## src/rtl/rate_meter.sv

```systemverilog
// Measures the period between rate ticks on CLOCK_50 and reports it as a speed code
// (1..10, 15 = too fast), with lock detection, timeout and a seven-segment readout.
//
//  state   | meaning
//  --------+------------------------------------------------------------
//  IDLE    | no reference tick yet; next edge starts the period counter
//  MEASURE | classifying each period, waiting for two equal codes
//  LOCKED  | two consecutive periods gave the same code in 1..10
module rate_meter #(
    parameter int unsigned BASE_PERIOD = 800000000,
    parameter int unsigned CNT_W       = 31
) (
    input  logic       CLOCK_50,
    input  logic       reset,
    input  logic       tick_in,
    output logic [3:0] speed,
    output logic       locked,
    output logic       timeout,
    output logic [6:0] HEX5
);

    localparam logic [63:0]      BASE64  = 64'(BASE_PERIOD);
    localparam logic [CNT_W-1:0] TIMEOUT = CNT_W'((64'd3 * BASE64) >> 1);

    typedef enum logic [1:0] {
        IDLE,
        MEASURE,
        LOCKED
    } state_t;

    state_t           state, state_d;
    logic [CNT_W-1:0] cnt, cnt_d;
    logic             tick_d;
    logic             tick_edge;
    logic             cnt_sat;
    logic [3:0]       code;
    logic [3:0]       speed_d;
    logic             locked_d, timeout_d;

    // Bands are [3/4 P_k, 3/2 P_k); they tile the range, so only periods above the
    // code-1 band fall through to 0, and those are caught by the timeout first.
    function automatic logic [3:0] classify(input logic [CNT_W-1:0] p);
        logic [63:0] pv;
        logic [63:0] pk;
        logic [3:0]  c;
        pv = 64'(p);
        c  = 4'd0;
        if (pv < ((64'd3 * (BASE64 >> 9)) >> 2))
            c = 4'd15;
        for (int k = 1; k <= 10; k++) begin
            pk = BASE64 >> (k - 1);
            if (pv >= ((64'd3 * pk) >> 2) && pv < ((64'd3 * pk) >> 1))
                c = 4'(k);
        end
        return c;
    endfunction

    assign tick_edge = tick_in & ~tick_d;
    assign cnt_sat   = (cnt == TIMEOUT);
    assign code      = classify(cnt);

    always_ff @(posedge CLOCK_50 or posedge reset) begin
        if (reset) begin
            state   <= IDLE;
            cnt     <= '0;
            tick_d  <= 1'b0;
            speed   <= 4'd0;
            locked  <= 1'b0;
            timeout <= 1'b0;
        end else begin
            state   <= state_d;
            cnt     <= cnt_d;
            tick_d  <= tick_in;
            speed   <= speed_d;
            locked  <= locked_d;
            timeout <= timeout_d;
        end
    end

    always_comb begin
        state_d   = state;
        speed_d   = speed;
        locked_d  = locked;
        timeout_d = timeout;

        if (tick_edge)
            cnt_d = CNT_W'(1);
        else if (cnt_sat)
            cnt_d = cnt;
        else
            cnt_d = cnt + CNT_W'(1);

        // A timeout wins over a coincident edge, which then restarts measurement.
        if (state != IDLE && cnt_sat) begin
            timeout_d = 1'b1;
            speed_d   = 4'd0;
            locked_d  = 1'b0;
            state_d   = tick_edge ? MEASURE : IDLE;
        end else if (tick_edge) begin
            timeout_d = 1'b0;
            unique case (state)
                IDLE: begin
                    state_d = MEASURE;
                end
                MEASURE: begin
                    speed_d = code;
                    if (code == speed && code >= 4'd1 && code <= 4'd10) begin
                        locked_d = 1'b1;
                        state_d  = LOCKED;
                    end else begin
                        locked_d = 1'b0;
                    end
                end
                LOCKED: begin
                    if (code != speed) begin
                        speed_d  = code;
                        locked_d = 1'b0;
                        state_d  = MEASURE;
                    end
                end
                default: begin
                    state_d = IDLE;
                end
            endcase
        end
    end

    always_comb begin
        HEX5 = 7'b1111111;
        case (speed)
            4'd0:    HEX5 = 7'b0111111;
            4'd1:    HEX5 = 7'b1111001;
            4'd2:    HEX5 = 7'b0100100;
            4'd3:    HEX5 = 7'b0110000;
            4'd4:    HEX5 = 7'b0011001;
            4'd5:    HEX5 = 7'b0010010;
            4'd6:    HEX5 = 7'b0000010;
            4'd7:    HEX5 = 7'b1111000;
            4'd8:    HEX5 = 7'b0000000;
            4'd9:    HEX5 = 7'b0010000;
            4'd10:   HEX5 = 7'b0001000;
            4'd15:   HEX5 = 7'b0001110;
            default: HEX5 = 7'b1111111;
        endcase
    end

endmodule

```

## config.mk

```make
export PLATFORM = sky130hd
export DESIGN_NAME = rate_meter
export DESIGN_NICKNAME = d
export VERILOG_FILES = /design/src/rtl/rate_meter.sv
export SDC_FILE = /design/constraint.sdc
export NUM_CORES = 1
export LEC_CHECK = 0
export CAP_MARGIN = 5
export CORE_ASPECT_RATIO = 1.1
export CORE_MARGIN = 10
export CORE_UTILIZATION = 30
export DETAILED_ROUTE_END_ITERATION = 10
export GPL_TIMING_DRIVEN = 1
export PLACE_DENSITY = 0.59
export RECOVER_POWER = 100
export SLEW_MARGIN = 30
export SYNTH_ARGS = -nofsm -noshare
export SYNTH_HDL_FRONTEND = slang
export SYNTH_SLANG_ARGS = --single-unit
```

## constraint.sdc

```tcl
create_clock -name CLOCK_50 -period 2.9 [get_ports CLOCK_50]
set_input_delay 0.29 -clock CLOCK_50 [delete_from_list [all_inputs] [get_ports CLOCK_50]]
set_output_delay 0.29 -clock CLOCK_50 [all_outputs]
set_load 0.01 [all_outputs]
```

==> results.toml <==
[final_layout]
utilization = 0.447
diodes = 0
fillers = 1081
finalNetCount = 532
syn2layout_area_growth_pct = 43.7
drive_gt1_frac = 0.328
finalNonFillerCells = 665

[setup_path]
worstPathArrival_ns = 3.21
critPathSlowestCell = "or4b_4"
cp_cell_sequence = "or4b_4 -> o31ai_4 -> a221oi_2 -> or4_4 -> o41ai_2 -> o41a_4 -> xnor2_4 -> nand4_1 -> nand3b_1 -> o311a_1"
required_ns = 3.13
r2r_start = "cnt[26]"
r2r_slack_ns = -0.08
cp_max_fo = 5
criticalPathCategory = "register to register"
r2r_cells = 10
cpPeakStageDelay_ns = 0.60
start_kind = "register"
r2r-end = "speed[3]"
crit_path_end_kind = "register"

[yosys]
ys_top_cells_by_area = "dfrtp_1, nor2_1, xnor2_1, nand2_1, nor3_1"
yosysSeqAreaShare = 0.305
synth_cell_type_count = 59
syn-cell-area_mm2 = 0.00328
synthArstFlopShare = 1.00
syn_area_per_cell_um2 = 7.76
synth-seq-cells = 40
synth_cells = 423
synthFlopType = "dfrtp_1"
synth_top_area_share = 0.305
synth.largest_area_cell = "dfrtp_1"
synth_edf_count = 0
syn_nets = 433
yosys_warnings = 0

[timing]
rsz0062_at_grt = "true"
holdWs_ns = 0.482
tightestPinTransition_ns = 1.06
period_minus_slack_ns = 2.98
relSlewSlack = 0.290
report.final.slew_viol_count = 0
clock-skew-final_ns = 0.00382
fin_ws_ns = -0.0805
max_freq_mhz = 336
fin_crit_sh = 1.03
hold_violations = 0
setup_viol = 6

[power_and_ir_drop]
clkPwrFrac = 0.303
peakVddDrop_mv = 0.308
p_leak_nw = 1.97
switching_share = 0.335
switching_power_uw = 648
power_density_mw_per_mm2 = 411
seqPwrFrac = 0.368
finalPower_mw = 1.94
power_frac_comb = 0.328
p_int_mw = 1.29

[place]
placed_cells = 647
post-place-ws_ns = -0.265
gp_congestion = 0.913
port_buffers = 15
hpwlAfterDp_mm = 7.68

[drt]
first_pass_iters = 5
route.detailed.drc = 0
wire_per_inst_um = 15.8
ant_nets = 0
vias = 3550
first_iter_violations = 264
finalWirelength_mm = 10.5
viasPerCell = 5.34

[clock_network]
tritoncts = "done"
htree_num_levels = 2
worstSkewPairLatency_ns = 0.29
cts-buffers-inserted = 5
clockBufferDepth = 2
cts_sinks = 40
cts_root_buf = "clkbuf_16"
holdBufCountCts = 0
clk_pin_slew_worst_paths_ns = 0.06

[floorplan]
die_h_um = 130
io_pins = 16
die_area_mm2 = 0.0155
rows = 39
start_util = 0.311
die_w_um = 120
design.core.area_mm2 = 0.0105

[outcome]
outcome = "finished with violations"
violations = "negative setup slack"

[global_route]
grt_pass1_vias = 3334
grt_usage = 0.134
grt_pass1_wl_mm = 17.2
grt-ovfl-total = 0
antenna_found_initial = 0
grt_start_max_net_pins = 41

[hold_path]
holdPathEnd = "timeout"
hp-class = "register to register"
worstHoldStart = "timeout"
min_path_cells = 2

[run]
max-cap-violations = 0
==> power by group through the flow <==
| stage | combinational, mW | clock [mW] | sequential [mW] |
|---|---|---|---|
| finish | 0.636 | 0.587 | 0.714 |
| global route | 0.695 | 0.624 | 0.731 |
| CTS | 0.675 | 0.608 | 0.710 |
| detailed placement | 0.634 | 0 | 0.717 |
| global placement | 0.625 | 0 | 0.713 |
| floorplan | 0.426 | 0 | 0.641 |
==> logic make-up after synthesis <==
kind of cell               after synthesis  share of synthesized area
DFF                                     40                      0.305
adders and majority gates                7                     0.0267
buffers and inverters                   47                     0.0618
and+or+nand+nor                        214                      0.336
xor gates and xnor gates                31                     0.0828
AOI/OAI and AO/OA                       81                      0.178
muxes                                    3                    0.00915
==> registers in the layout, summed over array words and instances (netlist names) <==
signal / count
locked: 1
speed: 4
tick_d: 1
timeout: 1
cnt: 31
state: 2
==> cells in the final DEF (no fill, tap or decap), types with 3 or more instances in the layout <==
master,instances
buf_4,106
a21oi_1,12
nor2_1,54
nor3_2,7
and2_1,3
ha_1,7
and3_1,6
a211oi_2,3
nand4_1,9
dfrtp_2,11
xor2_1,8
nor4_1,7
a22oi_1,3
o211ai_1,6
or3_1,7
clkbuf_1,3
nor2b_1,6
nor4_2,5
xnor2_1,20
nand3b_1,5
nand3_1,18
dlygate4sd3_1,13
nand2_1,38
or3_4,3
nand2b_1,7
inv_1,10
nor3_1,20
o21ai_0,21
mux2i_1,3
clkbuf_16,5
o21ai_1,3
dfrtp_1,29
==> worst max-delay path, delay by kind of cell, from the launching register on <==
kind,cells,cell delay [ns]
AOI/OAI and AO/OA,5,0.87
xor gates and xnor gates,1,0.14
DFF,1,0.38
and+or+nand+nor,4,1.53
==> final cells by class <==
cell class / count / area (µm²) / share of cell area
clock buffers: 7 / 153 / 0.0324
inverters: 10 / 37.5 / 0.00796
multi-input cells: 337 / 2350 / 0.498
flip-flops and latches: 40 / 1010 / 0.215
well taps: 143 / 179 / 0.0380
repair buffers: 128 / 982 / 0.208
==> Yosys cell counts, types with 3 or more instances <==
cell       n
buf_2      6
nor3b_1    3
nand3b_1   5
nand3_1   18
nand4_1    8
clkbuf_1  28
nand2b_1   7
o211ai_1   6
nor2_1    55
nor2b_1    7
xnor2_1   23
a211oi_1   4
nor3_1    27
nor4b_1    3
xor2_1     8
nor4_1    13
dfrtp_1   40
o21ai_0   23
or4_1      3
inv_1     10
a22oi_1    3
mux2i_1    3
or3_1     10
a311oi_1   4
a21oi_1   12
nand2_1   38
and2_1     4
and3_1     7
ha_1       7
==> metal layers <==
metal  track usage  routed length (µm)  part of all wire
met2         0.226                5150              0.49
met4        0.0497                 305             0.029
met1         0.171                4660              0.44
met3        0.0191                 388             0.037
met5             0                   0                 0
==> metrics by stage <==
stage	area (µm²)	setup TNS [ns]
3_3_place_gp	4270	-0.456
6_report	4710	-0.349
3_5_place_dp	4270	-1.29
5_1_grt	4710	-1.82
4_1_cts	4620	-0.0472
2_1_floorplan	3330	0
==> worst max-delay path by stage <==
stage / from / end / slack, ns / cells past startpoint
after floorplan: cnt[27] / state[1] / 0.01 / 12
after global placement: cnt[18] / state[1] / -0.10 / 10
after detailed placement: cnt[18] / state[1] / -0.26 / 10
after CTS: cnt[25] / state[1] / -0.02 / 11
after global routing: cnt[7] / state[0] / -0.21 / 12
final: cnt[26] / speed[3] / -0.08 / 10
==> repair_timing <==
action / CTS / global route
endpoints found under the setup margin: 8 / 14
gates cloned: 1 / 0
pin swaps: 21 / 10
resized for setup: 32 / 18
buffers inserted: 7 / 4
Note: power is estimated with default switching activity, not from simulation.
==> patch 1: new RTL, config.mk and constraints unchanged <==
Change the parameter `CNT_W` from 31 to 27.
--- a/src/rtl/rate_meter.sv
+++ b/src/rtl/rate_meter.sv
@@ -9,5 +9,5 @@
 module rate_meter #(
     parameter int unsigned BASE_PERIOD = 800000000,
-    parameter int unsigned CNT_W       = 31
+    parameter int unsigned CNT_W       = 27
 ) (
     input  logic       CLOCK_50,
Check against the original RTL: no difference found for any inputs over 10 cycles, from zero or initial values and one cycle with reset high; that may be too few to reach the edited logic, so the function may still have changed.
==> patch 1 against the original RTL <==
Sequential cell count shrank 4; wire length shrank 31%; area after synthesis shrank 11%; setup slack gained 0.24 ns; final area shrank 28%; via count shrank 23%; largest cell class unchanged; critical path type unchanged; final cell count shrank 23%; global-route usage shrank 3.1 points.
Power is not compared: it rests on default switching activity, and its combinational part moved more than twofold at a synthesized area within 25%.
==> patch 1: results (changes against the original RTL) <==
| Metric | Value |
|---|---|
| Status | `complete, no violations (was finished with violations)` |
| Largest net degree at the start of global routing | `37 (was 41)` |
| Critical-path top delay cell | `or4_1 (was or4b_4)` |
| Metal2 WL | `3580 microns (was 5150 microns)` |
| Cell count after synthesis | `368 (was 423)` |
| Mux share of post-synthesis cell area | `0.685% (was 0.915%)` |
| Via total after detailed routing | `2716 (was 3550)` |
| Crit path max-delay family | `compound AO/OA/AOI/OAI gates (was simple AND/OR/NAND/NOR gates)` |
| Regs by FF count | `cnt (27), speed (4), state (2) (was cnt (31), speed (4), state (2))` |
| Seq/Total Area, Yosys | `30.8% (was 30.5%)` |
| Max stage delay on crit path | `0.47 ns (was 0.60 ns)` |
| GP Congestion | `0.925 (was 0.913)` |
| Clock slew at reported path FFs | `0.08 ns (was 0.06 ns)` |
| XOR/XNOR share of the synthesized area | `8.69% (was 8.28%)` |
| Placed cells | `498 (was 647)` |
| First-pass GRT wire length | `12300 microns (was 17200 microns)` |
| Vias in the first global route | `2574 (was 3334)` |
| Layout filler cell count | `994 (was 1081)` |
| Post-synthesis compound-gate area fraction | `18.4% (was 17.8%)` |
| Least-Margin Pin Slew | `0.994 ns (was 1.06 ns)` |
| CP max FO | `6 (was 5)` |
| Layout cells sized above 1 | `16.1% (was 32.8%)` |
| Setup Skew | `0.0117 ns (was 0.00382 ns)` |
| Syn nets | `378 (was 433)` |
| GRT Total Usage | `10.3% (was 13.4%)` |
| Post-Synth Adder-Cell Area | `3.00% (was 2.67%)` |
| Synth area leaders | `dfrtp_1 (31%), nor2_1 (6.0%), xor2_1 (4.8%) (was dfrtp_1 (31%), nor2_1 (6.3%), xnor2_1 (6.1%))` |
| DR iter-0 viols | `263 (was 264)` |
| CTS root buf | `clkbuf_8 (was clkbuf_16)` |
| Synth cell count leaders | `nor2_1 (47), dfrtp_1 (36), nand2_1 (34), o21ai_0 (23), nand3_1 (19) (was nor2_1 (55), dfrtp_1 (40), nand2_1 (38), clkbuf_1 (28), nor3_1 (27))` |
-- patch 1: where the power goes --
part | switching [W] | internal, W
clock | 0.000179 | 0.000163
combinational | 0.000128 | 0.000117
sequential | 0.0000416 | 0.000531
total | 0.000349 | 0.000811
-- patch 1: layout make-up --
class                   count  area, sq um  share of cell area [%]
repair buffers             56          439                    12.9
multi-input cells         283         1810                    52.9
well taps                 117          146                    4.29
flip-flops and latches     36          906                    26.5
clock buffers               6         72.6                    2.13
clock inverters             1         5.00                   0.147
inverters                  10         37.5                    1.10
-- patch 1: timing repair --
action / in CTS / in global routing
setup buffers: 0 / 4
setup endpoints to repair: 0 / 5
resized for setup: 0 / 9
-- patch 1: worst paths after layout --
path                               from       end  slack [ns]  cells past startpoint
worst min-delay path            timeout   timeout        0.48                      2
min in group asynchronous         reset    cnt[2]        0.55                      3
worst max register to register   cnt[4]  speed[0]        0.16                      9
worst min register to register  timeout   timeout        0.48                      2
worst max-delay path             cnt[4]  speed[0]        0.16                      9
max in group asynchronous         reset    cnt[6]        2.00                      3
-- patch 1: kinds of logic after synthesis --
kind of cell / after synthesis
multiplexers: 2
flip-flops: 36
XOR/XNOR: 29
AND/OR/NAND/NOR: 168
buffers and inverters: 49
adder cells (fa/ha/maj): 7
AO/OA/AOI/OAI: 77
-- patch 1: stage by stage --
stage	area (sq um)	util, %	hold WS [ns]	setup WS [ns]
after floorplan	2920	-	0.321	0.131
after global placement	3290	34.9	0.467	0.144
after detailed placement	3290	34.9	0.486	0.0917
after CTS	3370	35.7	0.431	0.0649
after global routing	3410	36.1	0.507	0.00457
final	3410	36.1	0.483	0.163
-- patch 1: worst min-delay path, stage by stage, from the launching register on --
cell and delay, ns:
dfrtp_1 0.34, nand2_1 0.04, o21ai_0 0.06
-- patch 1: layer usage --
layer	track usage, %	vias up
met5	0	-
met2	17.9	67
met4	3.92	0
met1	12.6	1282
met3	1.65	12
li1	-	1355
==> patch 2: new RTL, same settings <==
Without the edit above. The 3 states of `state_t` get a one-hot encoding in 3 bits.
--- a/src/rtl/rate_meter.sv
+++ b/src/rtl/rate_meter.sv
@@ -23,8 +23,8 @@
     localparam logic [CNT_W-1:0] TIMEOUT = CNT_W'((64'd3 * BASE64) >> 1);
 
-    typedef enum logic [1:0] {
-        IDLE,
-        MEASURE,
-        LOCKED
+    typedef enum logic [2:0] {
+        IDLE    = 3'b001,
+        MEASURE = 3'b010,
+        LOCKED  = 3'b100
     } state_t;
 
Formal check against the unedited RTL: no difference found for any inputs over 10 cycles, from zero or initial values and one cycle with reset high; not proved beyond that.
==> patch 2 against the original RTL <==
Area after synthesis increased by 6.3%; setup slack gained 0.080 ns; global-route usage about the same; largest power group is now combinational logic; critical endpoint is now speed[2]; highest routed layer unchanged; power is 18% higher; wire length up 6.2%; sequential cell count up 1; final area grew 1.2%; the flow finishes with violations (max-capacitance violations, max-slew violations, negative setup slack); sequential share of layout area rose by 0.24 points; core utilization fell by 3.0 points.
==> patch 2: results (changes against the original RTL) <==
| Metric | Value |
|---|---|
| Status | `finished with violations (unchanged)` |
| Failing checks | `max-capacitance violations, max-slew violations, negative setup slack (was negative setup slack)` |
| Cell Area, Placed | `0.00441 sq mm (was 0.00427 sq mm)` |
| Critical-path top delay cell | `dfrtp_2 (was or4b_4)` |
| Synth area leaders | `dfrtp_1 (29%), nor2_1 (6.4%), xnor2_1 (4.3%) (was dfrtp_1 (31%), nor2_1 (6.3%), xnor2_1 (6.1%))` |
| Type of the worst min-delay path | `in -> async (was reg -> reg)` |
| Critical path arrival | `3.07 ns (was 3.21 ns)` |
| WL/cell | `16.4 microns (was 15.8 microns)` |
| First-pass GRT wire length | `18100 microns (was 17200 microns)` |
| Syn nets | `449 (was 433)` |
| Final setup viols | `1 (was 6)` |
| Synth cell count leaders | `nor2_1 (59), dfrtp_1 (40), nand2_1 (32), o21ai_0 (24), buf_2 (21) (was nor2_1 (55), dfrtp_1 (40), nand2_1 (38), clkbuf_1 (28), nor3_1 (27))` |
| Net switching fraction of the power | `35.5% (was 33.5%)` |
| Setup ws final | `-0.000193 ns (was -0.0805 ns)` |
| Global Route met2 Usage | `22.5% (was 22.6%)` |
| Setup TNS Final | `-0.000193 ns (was -0.349 ns)` |
| Setup Skew | `0.00606 ns (was 0.00382 ns)` |
| Max stage delay on crit path | `0.44 ns (was 0.60 ns)` |
| Vias in the first global route | `3618 (was 3334)` |
| Via total after detailed routing | `3736 (was 3550)` |
| Regs by FF count | `cnt (31), speed (4), state (3) (was cnt (31), speed (4), state (2))` |
| Largest net degree at the start of global routing | `32 (was 41)` |
| Min Hold Slack | `0.510 ns (was 0.482 ns)` |
| GRT Total Usage | `13.4% (about the same)` |
| Least-Margin Pin Slew | `1.52 ns (was 1.06 ns)` |
| Met3 usage | `2.00% (was 1.91%)` |
| Placement Setup Slack | `-0.164 ns (was -0.265 ns)` |
| Seq/Total Area, Yosys | `29.5% (was 30.5%)` |
| Leak pwr | `1.97 nW (about the same)` |
| GP Congestion | `0.902 (was 0.913)` |
| Slew Limit Fails | `32 (was 0)` |
| Grt met1 use | `16.9% (was 17.1%)` |
| Layout cells sized above 1 | `29.7% (was 32.8%)` |
| Nets | `541 (was 532)` |
| Max cap viols | `1 (was 0)` |
| DR iter-0 viols | `273 (was 264)` |
## patch 2: final timing paths
kind,endpoint,depth (start not counted)
setup reg to reg,speed[2],11
hold / removal,cnt[13],2
setup / recovery,speed[2],11
hold reg to reg,locked,2
min in group CLOCK_50,locked,2
max in group asynchronous,cnt[9],3
## patch 2: area by class of cell
cell class | count | area (sq um)
sequential | 41 | 1040
fill | 1143 | 6670
tap | 150 | 188
clock inverter | 1 | 5.00
clock buffer | 7 | 153
inverter | 14 | 52.6
multi-input combinational | 345 | 2360
timing repair buffer | 124 | 978
## patch 2: cell families (layout without fill, tap and decap cells)
| group | count (synthesis) | after routing | synth area share [%] |
|---|---|---|---|
| buffers and inverters | 53 | 146 | 7.25 |
| muxes | 9 | 9 | 2.73 |
| and+or+nand+nor | 201 | 201 | 30.9 |
| xor gates and xnor gates | 29 | 29 | 7.28 |
| adders and majority gates | 7 | 7 | 2.51 |
| AOI/OAI and AO/OA | 99 | 99 | 19.9 |
| DFF | 41 | 41 | 29.5 |
## patch 2: metrics by stage
stage,cells,util (%)
finish,682,41.7
global route,682,41.7
CTS,677,40.8
detailed placement,667,38.6
global placement,667,38.6
floorplan,439,-
## patch 2: what timing repair did
item	4_1_cts	5_1_grt
setup endpoints to repair	7	8
setup buffers	2	5
pin swaps	7	6
gates resized for setup	20	21
## patch 2: power groups by stage
stage	logic, W	registers, W	clock network [W]
6_report	0.000904	0.000776	0.000601
2_1_floorplan	0.000585	0.000716	0
4_1_cts	0.000917	0.000775	0.000617
5_1_grt	0.000989	0.000799	0.000639
3_3_place_gp	0.000874	0.000779	0
3_5_place_dp	0.000892	0.000786	0
## patch 2: metal layers
| metal | vias to the layer above | share of wire (%) |
|---|---|---|
| li1 | 1792 | - |
| met1 | 1805 | 45 |
| met2 | 114 | 47 |
| met3 | 25 | 5.0 |
| met4 | 0 | 3.2 |
| met5 | - | 0 |
